### config.mk
export PLATFORM = sky130hd
export DESIGN_NAME = reset_seq
export DESIGN_NICKNAME = d
export VERILOG_FILES = /design/src/rtl/reset_seq.sv
export SDC_FILE = /design/constraint.sdc
export NUM_CORES = 1
export LEC_CHECK = 0
export CORE_ASPECT_RATIO = 0.7
export CORE_UTILIZATION = 35
export CTS_BUF_LIST = sky130_fd_sc_hd__clkbuf_4
export DETAILED_ROUTE_END_ITERATION = 7
export SETUP_SLACK_MARGIN = 0.2
export SYNTH_ARGS = -nofsm -noshare
export SYNTH_HDL_FRONTEND = slang
export SYNTH_SLANG_ARGS = --single-unit
### constraint.sdc
create_clock -name clk -period 1.9 [get_ports clk]
set_clock_uncertainty 0.1 [all_clocks]
set_input_delay 0.57 -clock clk [delete_from_list [all_inputs] [get_ports clk]]
set_output_delay 0.57 -clock clk [all_outputs]
set_load 0.01 [all_outputs]
### src/rtl/reset_seq.sv
// reset_seq: synchronizes reset_n and the cartridge /RST pin, then releases NUM_STAGES
// reset domains one by one. Optional low-pulse filter: RESET_SEQ_GLITCH_FILTER_EN.
//
// state | meaning
// HOLD  | power-on; waiting for synchronized reset_n release
// GAP   | counting STAGE_GAP cycles, then releasing stage idx
// RUN   | all stages released, outputs stable
// SOFT  | cartridge reset seen; waiting SOFT_MIN quiet cycles
module reset_seq #(
  parameter int NUM_STAGES = 3,
  parameter int STAGE_GAP  = 16,
  parameter int SOFT_MIN   = 64,
  parameter int FILT_LEN   = 4
) (
  input  logic                  clk,
  input  logic                  reset_n,
  input  logic                  gb_rst_n,
  output logic [NUM_STAGES-1:0] rst_n_stage,
  output logic                  seq_done,
  output logic                  busy
);

  localparam int MAX_GS  = (STAGE_GAP > SOFT_MIN) ? STAGE_GAP : SOFT_MIN;
  localparam int MAX_ALL = (MAX_GS > FILT_LEN) ? MAX_GS : FILT_LEN;
  localparam int CW      = $clog2(MAX_ALL + 1);
  localparam int IW      = (NUM_STAGES > 1) ? $clog2(NUM_STAGES) : 1;

  localparam logic [CW-1:0]         GAP_LAST  = CW'(STAGE_GAP - 1);
  localparam logic [CW-1:0]         SOFT_LAST = CW'(SOFT_MIN - 1);
  localparam logic [CW-1:0]         CNT_MAX   = '1;
  localparam logic [IW-1:0]         IDX_LAST  = IW'(NUM_STAGES - 1);
  localparam logic [NUM_STAGES-1:0] STAGE_ONE = NUM_STAGES'(1);

  typedef enum logic [1:0] {HOLD, GAP, RUN, SOFT} state_t;

  state_t                  state, state_nxt;
  logic [IW-1:0]           idx, idx_nxt;
  logic [CW-1:0]           cnt, cnt_nxt;
  logic [NUM_STAGES-1:0]   stage_nxt;
  logic                    done_nxt;
  logic [1:0]              r_sync, g_sync;
  logic                    gb_req;

  function automatic logic [CW-1:0] sat_inc(input logic [CW-1:0] v);
    return (v == CNT_MAX) ? v : v + CW'(1);
  endfunction

  always_ff @(posedge clk or negedge reset_n) begin
    if (!reset_n) begin
      r_sync <= '0;
      g_sync <= '0;
    end else begin
      r_sync <= {r_sync[0], 1'b1};
      g_sync <= {g_sync[0], gb_rst_n};
    end
  end

`ifdef RESET_SEQ_GLITCH_FILTER_EN
  localparam logic [CW-1:0] FILT_C = CW'(FILT_LEN);
  logic [CW-1:0] low_run;

  // Counts consecutive synced-low samples; saturating so a held-low pin keeps the request.
  always_ff @(posedge clk or negedge reset_n) begin
    if (!reset_n)              low_run <= '0;
    else if (g_sync[1])        low_run <= '0;
    else if (low_run != FILT_C) low_run <= low_run + CW'(1);
  end

  assign gb_req = (low_run == FILT_C);
`else
  assign gb_req = ~g_sync[1];
`endif

  always_ff @(posedge clk or negedge reset_n) begin
    if (!reset_n) begin
      state       <= HOLD;
      idx         <= '0;
      cnt         <= '0;
      rst_n_stage <= '0;
      seq_done    <= 1'b0;
    end else begin
      state       <= state_nxt;
      idx         <= idx_nxt;
      cnt         <= cnt_nxt;
      rst_n_stage <= stage_nxt;
      seq_done    <= done_nxt;
    end
  end

  always_comb begin
    state_nxt = state;
    idx_nxt   = idx;
    cnt_nxt   = cnt;
    stage_nxt = rst_n_stage;
    done_nxt  = seq_done;
    case (state)
      HOLD: begin
        // Cartridge requests are ignored until the power-on sequence has started.
        if (r_sync[1]) begin
          state_nxt = GAP;
          idx_nxt   = '0;
          cnt_nxt   = '0;
        end
      end
      GAP, RUN: begin
        if (gb_req) begin
          state_nxt = SOFT;
          stage_nxt = '0;
          done_nxt  = 1'b0;
          cnt_nxt   = '0;
        end else if (state == GAP) begin
          if (cnt == GAP_LAST) begin
            cnt_nxt   = '0;
            stage_nxt = rst_n_stage | (STAGE_ONE << idx);
            if (idx == IDX_LAST) begin
              state_nxt = RUN;
              done_nxt  = 1'b1;
            end else begin
              idx_nxt = idx + IW'(1);
            end
          end else begin
            cnt_nxt = sat_inc(cnt);
          end
        end
      end
      SOFT: begin
        if (gb_req) begin
          cnt_nxt = '0;
        end else if (cnt == SOFT_LAST) begin
          state_nxt = GAP;
          idx_nxt   = '0;
          cnt_nxt   = '0;
        end else begin
          cnt_nxt = sat_inc(cnt);
        end
      end
      default: state_nxt = HOLD;
    endcase
  end

  assign busy = (state != RUN);

endmodule
After elaboration in Yosys (flattened, before gate mapping)
Index checks and enable logic that the tools add are counted.
- flip-flop bits (word level): 19
- bits of input ports: 3
- output and inout port bits: 5
- logic and storage cells: 70
- add/subtract/negate cells: 2
- equal/unequal tests: 21
- shift-type cells: 1
- mux-type cells: 31
- bitwise gates (word level): 1
- reduce and logical (&&, ||, !) cells: 7
- operator list (kind ; number):
    7-bit 2-to-1 mux ; 7
    2-bit 2-to-1 mux ; 14
    7-bit one-hot mux with 3 select lines ; 1
    2-bit inequality test, second input constant ; 8
    2-bit one-hot mux with 3 select lines ; 2
    3-bit 2-to-1 mux ; 3
    3-bit inequality test, second input constant ; 3
    7-bit by 1-bit adder with 7-bit output, second input constant ; 1
    7-bit by 4-bit == test with 1-bit output, second input constant ; 1
    7-bit by 6-bit == test with 1-bit output, second input constant ; 1
    7-bit == test, second input constant ; 1
    7-bit AND reduction ; 1
    2-bit == test, second input constant ; 3
    2-bit by 1-bit inequality test with 1-bit output, second input constant ; 3
    6-bit AND reduction ; 1
    1-bit 2-to-1 mux ; 4
    4-bit AND reduction ; 1
    3-bit bitwise OR ; 1
    3-bit AND reduction ; 1
    1-bit by 2-bit left shift with 3-bit output, first input constant ; 1
    2-bit by 1-bit adder with 2-bit output, second input constant ; 1
    2-bit by 1-bit == test with 1-bit output, second input constant ; 1
    2-bit logical NOT ; 1
    2-bit AND reduction ; 1
    2-bit OR reduction ; 1

Logic depth before layout (Yosys ltp)
- word-level depth: 6
- mapped depth: 8

Worst setup path before layout
Ideal clock, no wire load.
- path kind: register -> register
- start: register cnt[0]
- end: register idx[0]
- arrival time: 1.813 ns
- slack: -0.138 ns
- cell stages (with the launch flop): 8
- clock period less this slack: 2.038 ns
- path through: dfrtp_1 > ha_1 > and4_1 > buf_4 > and4_1 > o21ai_2 > or4_4 > mux2i_1
- longest elaborated chain between the ends: 3
- elaborated cells on any way between the ends: 5
- classes of those cells: 4 x eq/ne; 1 x reduce/logical
- RTL lines (item ; line ; source):
    from (decl) ; 38 ; logic [CW-1:0] cnt, cnt_nxt;
    from (signal assigned) ; 84 ; cnt <= cnt_nxt;
    7-bit by 4-bit == test with 1-bit output / 7-bit by 6-bit == test with 1-bit output (equally long branches) ; 112, 129 ;
    2-bit inequality test (no source line) ; - ;
    7-bit AND reduction (no source line) (*) ; - ;
    to (signal assigned) ; 83 ; idx <= idx_nxt;
    to (decl) ; 37 ; logic [IW-1:0] idx, idx_nxt;
Mark *: on every way between the ends. The rest lies on a longest branch, timed or not.
A chain may end at the register's enable or synchronous reset.

Worst setup path after layout
- start: register cnt[1]
- end: register idx[1]
Same word-level chain as after synthesis.

==> results.md <==
- Result of the run: finished clean
- # nets final: 159
- Top cell type by total area after synthesis: sky130_fd_sc_hd__dfrtp_1
- Clock-pin slew reported for the worst setup and hold paths after clock tree synthesis: 0.12 ns
- RSZ-0062 raised after global routing: true
- Mapped cell area: 1028 um2
- DIE AREA: 3163 um2
- Number of maximum-capacitance violations: 0
- Via count of the first global-routing pass: 824
- Total count of max-transition violations in the final report: 0
- Final period demand of the worst path: 1.896 ns
- First-pass GRT wire length: 3988 um
- Average footprint of a synthesized cell: 9.350 um2
- Power after layout: 1.515 mW
- Total core area: 2803 um2
- Final core area utilization: 54.02%
- Leading cell types in the layout, fill and taps excluded: 23 x sky130_fd_sc_hd__buf_4, 19 x sky130_fd_sc_hd__dfrtp_1, 12 x sky130_fd_sc_hd__nor2_1
- Cts-stage hold buffer count: 0
- Endpoints failing setup: 0
- Clock buffers created by TritonCTS: 3
- Share of final-layout standard cells stronger than drive strength 1: 41.78%
- Post-synth net total: 122
- Area used by multi-input combinational logic: 628.1 um2
- Type of destination of the critical path: register
- Overall track demand over capacity in global routing: 17.77%
- Gate count of the mapped netlist: 110
- Largest voltage drop on the vdd net: 0.5671 mV
- Routability congestion estimate: 0.8663
- Vias per std cell: 4.967
- 1st-iter DRT viols: 40
- Static leakage power: 0.6830 nW
- Dominant cells by area after synthesis: sky130_fd_sc_hd__dfrtp_1 46%, sky130_fd_sc_hd__ha_1 11%, sky130_fd_sc_hd__a21oi_1 4.9%
- Vert. Die Dim: 47.36 um
- Yosys synthesis warning count: 0
- Worst r2r src: cnt[1]
- TritonCTS clock tree: done
- Insertion delay to the later sink of the worst-skew pair: 0.30 ns
- Startpoint class of the critical path: register
- Area Growth Syn to Fin: 47.20%
- Most common cell after layout, fill and taps aside: sky130_fd_sc_hd__buf_4
- Number of antenna violations at the first check in global routing: 0
- Worst-case setup margin in the final layout: 0.004189 ns
- Number of detailed-route iterations in the first pass: 4
- PortBufs: 7
- Maximum number of pins on one net before global-route repair: 20
- Maximum achievable frequency: 527.5 MHz
- Drc violations: 0
- Hold slack final: 0.2616 ns
- Antenna fix cells: 0
- CTS root buf: sky130_fd_sc_hd__clkbuf_4
- Row Count: 16
- Critical path type: reg -> reg
- CTS Sinks: 19
- Largest driver fanout on the critical path: 3
- Routed via count: 904
- Max Buffers Root-to-Sink: 2
- Total power divided by cell area: 1001 nW/um2
- Period utilization: 99.78%
- I/O Pins: 8
- Hold_sp: r_sync[0]
- Horizontal die dimension: 66.79 um
- Arrival time of data at the critical path endpoint: 2.00 ns
- H-tree level count: 1
- Final routed wirelength across all metal layers: 2358 um
- Half-perimeter wire length after detailed placement: 1647 um
- Final global-route overflow total: 0
- Register area share after synthesis: 46.23%
- Synth Register Bits: 19
- Mean routed wirelength per cell: 12.96 um
- Hold/Removal Path Class: reg -> reg
- Filler Cells Inserted: 262
- Register area: 475.5 um2
- Final hold viol count: 0
- Distinct cells, synth: 26
- Area share of the largest cell type after synthesis: 46.23%
- Effective utilization at floorplan: 36.70%
- Data required time of the worst path: 2.00 ns
- Critical Path Start: cnt[1]
- Number of nets still failing antenna checks after routing: 0
- Place WS: -0.02917 ns
[critical path: stages (launching register included)]
cell and delay (ns):
sky130_fd_sc_hd__dfrtp_1 0.37, sky130_fd_sc_hd__ha_2 0.18, sky130_fd_sc_hd__and4_4 0.23, sky130_fd_sc_hd__and4_1 0.18, sky130_fd_sc_hd__o21ai_2 0.06, sky130_fd_sc_hd__or4_4 0.53
sky130_fd_sc_hd__mux2i_1 0.14
[path summary, 6_finish.rpt]
check | slack, ns | to | depth (start not counted)
setup / recovery | 0.004 | idx[1] | 6
hold / removal | 0.26 | r_sync[1] | 0
setup reg to reg | 0.004 | idx[1] | 6
hold reg to reg | 0.26 | r_sync[1] | 0
max in group asynchronous | 1.01 | cnt[1] | 2
min in group asynchronous | 0.49 | cnt[2] | 2
[synth_stat cells]
cell type / number
sky130_fd_sc_hd__nand2_1: 7
sky130_fd_sc_hd__ha_1: 9
sky130_fd_sc_hd__a21o_1: 1
sky130_fd_sc_hd__o21a_1: 2
sky130_fd_sc_hd__nor2b_1: 2
sky130_fd_sc_hd__o21ai_2: 1
sky130_fd_sc_hd__nand2b_1: 2
sky130_fd_sc_hd__o21ai_0: 5
sky130_fd_sc_hd__clkbuf_1: 2
sky130_fd_sc_hd__a21oi_1: 10
sky130_fd_sc_hd__dfrtp_1: 19
sky130_fd_sc_hd__nor3_1: 1
sky130_fd_sc_hd__nand3_1: 5
sky130_fd_sc_hd__nor2_1: 13
sky130_fd_sc_hd__conb_1: 1
sky130_fd_sc_hd__a41oi_1: 4
sky130_fd_sc_hd__mux2i_1: 3
sky130_fd_sc_hd__inv_1: 11
sky130_fd_sc_hd__and4_1: 2
sky130_fd_sc_hd__a31oi_1: 1
sky130_fd_sc_hd__and3_1: 1
sky130_fd_sc_hd__and2_1: 2
sky130_fd_sc_hd__or4_4: 1
sky130_fd_sc_hd__nand4_1: 2
sky130_fd_sc_hd__buf_4: 1
sky130_fd_sc_hd__o22ai_1: 2
[routing by layer]
| metal | track usage [%] | share of wire, % | wire length, um |
|---|---|---|---|
| met5 | 0 | 0 | 0 |
| met4 | 3.830 | 0.64 | 15 |
| met3 | 5.097 | 3.1 | 72 |
| met2 | 28.89 | 46 | 1076 |
| met1 | 23.95 | 51 | 1193 |
[metrics by stage]
step / cells / cell area, um2 / TNS, ns
final: 182 / 1514 / 0
after global routing: 182 / 1514 / -0.3852
after CTS: 178 / 1368 / -0.007977
after detailed placement: 169 / 1274 / -0.08073
after global placement: 169 / 1274 / 0
after floorplan: 110 / 1035 / -0.1860
[sequential cells by signal, summed over array words and instances, names as in the netlist]
register and count:
r_sync 2, idx 2, g_sync 2, seq_done 1, cnt 7, state 2
rst_n_stage 3
[area by class of cell]
type	count	area share [%]
Multi-Input combinational cell	77	41.49
Sequential cell	19	31.41
Timing Repair Buffer	35	19.42
Tap cell	36	2.975
Inverter	11	2.727
Clock buffer	3	1.488
Clock inverter	1	0.4959
[logic make-up after synthesis]
logic type	Yosys count	synth area share [%]
mux	3	2.920
fa+ha+maj	9	10.95
simple gates	38	18.49
other cells	1	0.3646
flops	19	46.23
buf+inv	14	5.475
compound gates	26	15.57
[power breakdown]
| part | switching, mW | internal (mW) | total, mW |
|---|---|---|---|
| Combinational | 0.394 | 0.406 | 0.800 |
| Clock | 0.138 | 0.0803 | 0.218 |
| Sequential | 0.0373 | 0.460 | 0.497 |
[what timing repair did]
action,CTS,global route
endpoints found under the setup margin,14,19
cloned,0,0
gates resized for setup,20,28
pin swaps,7,12
setup buffers,5,4
Note: power is estimated with default switching activity, not from simulation.
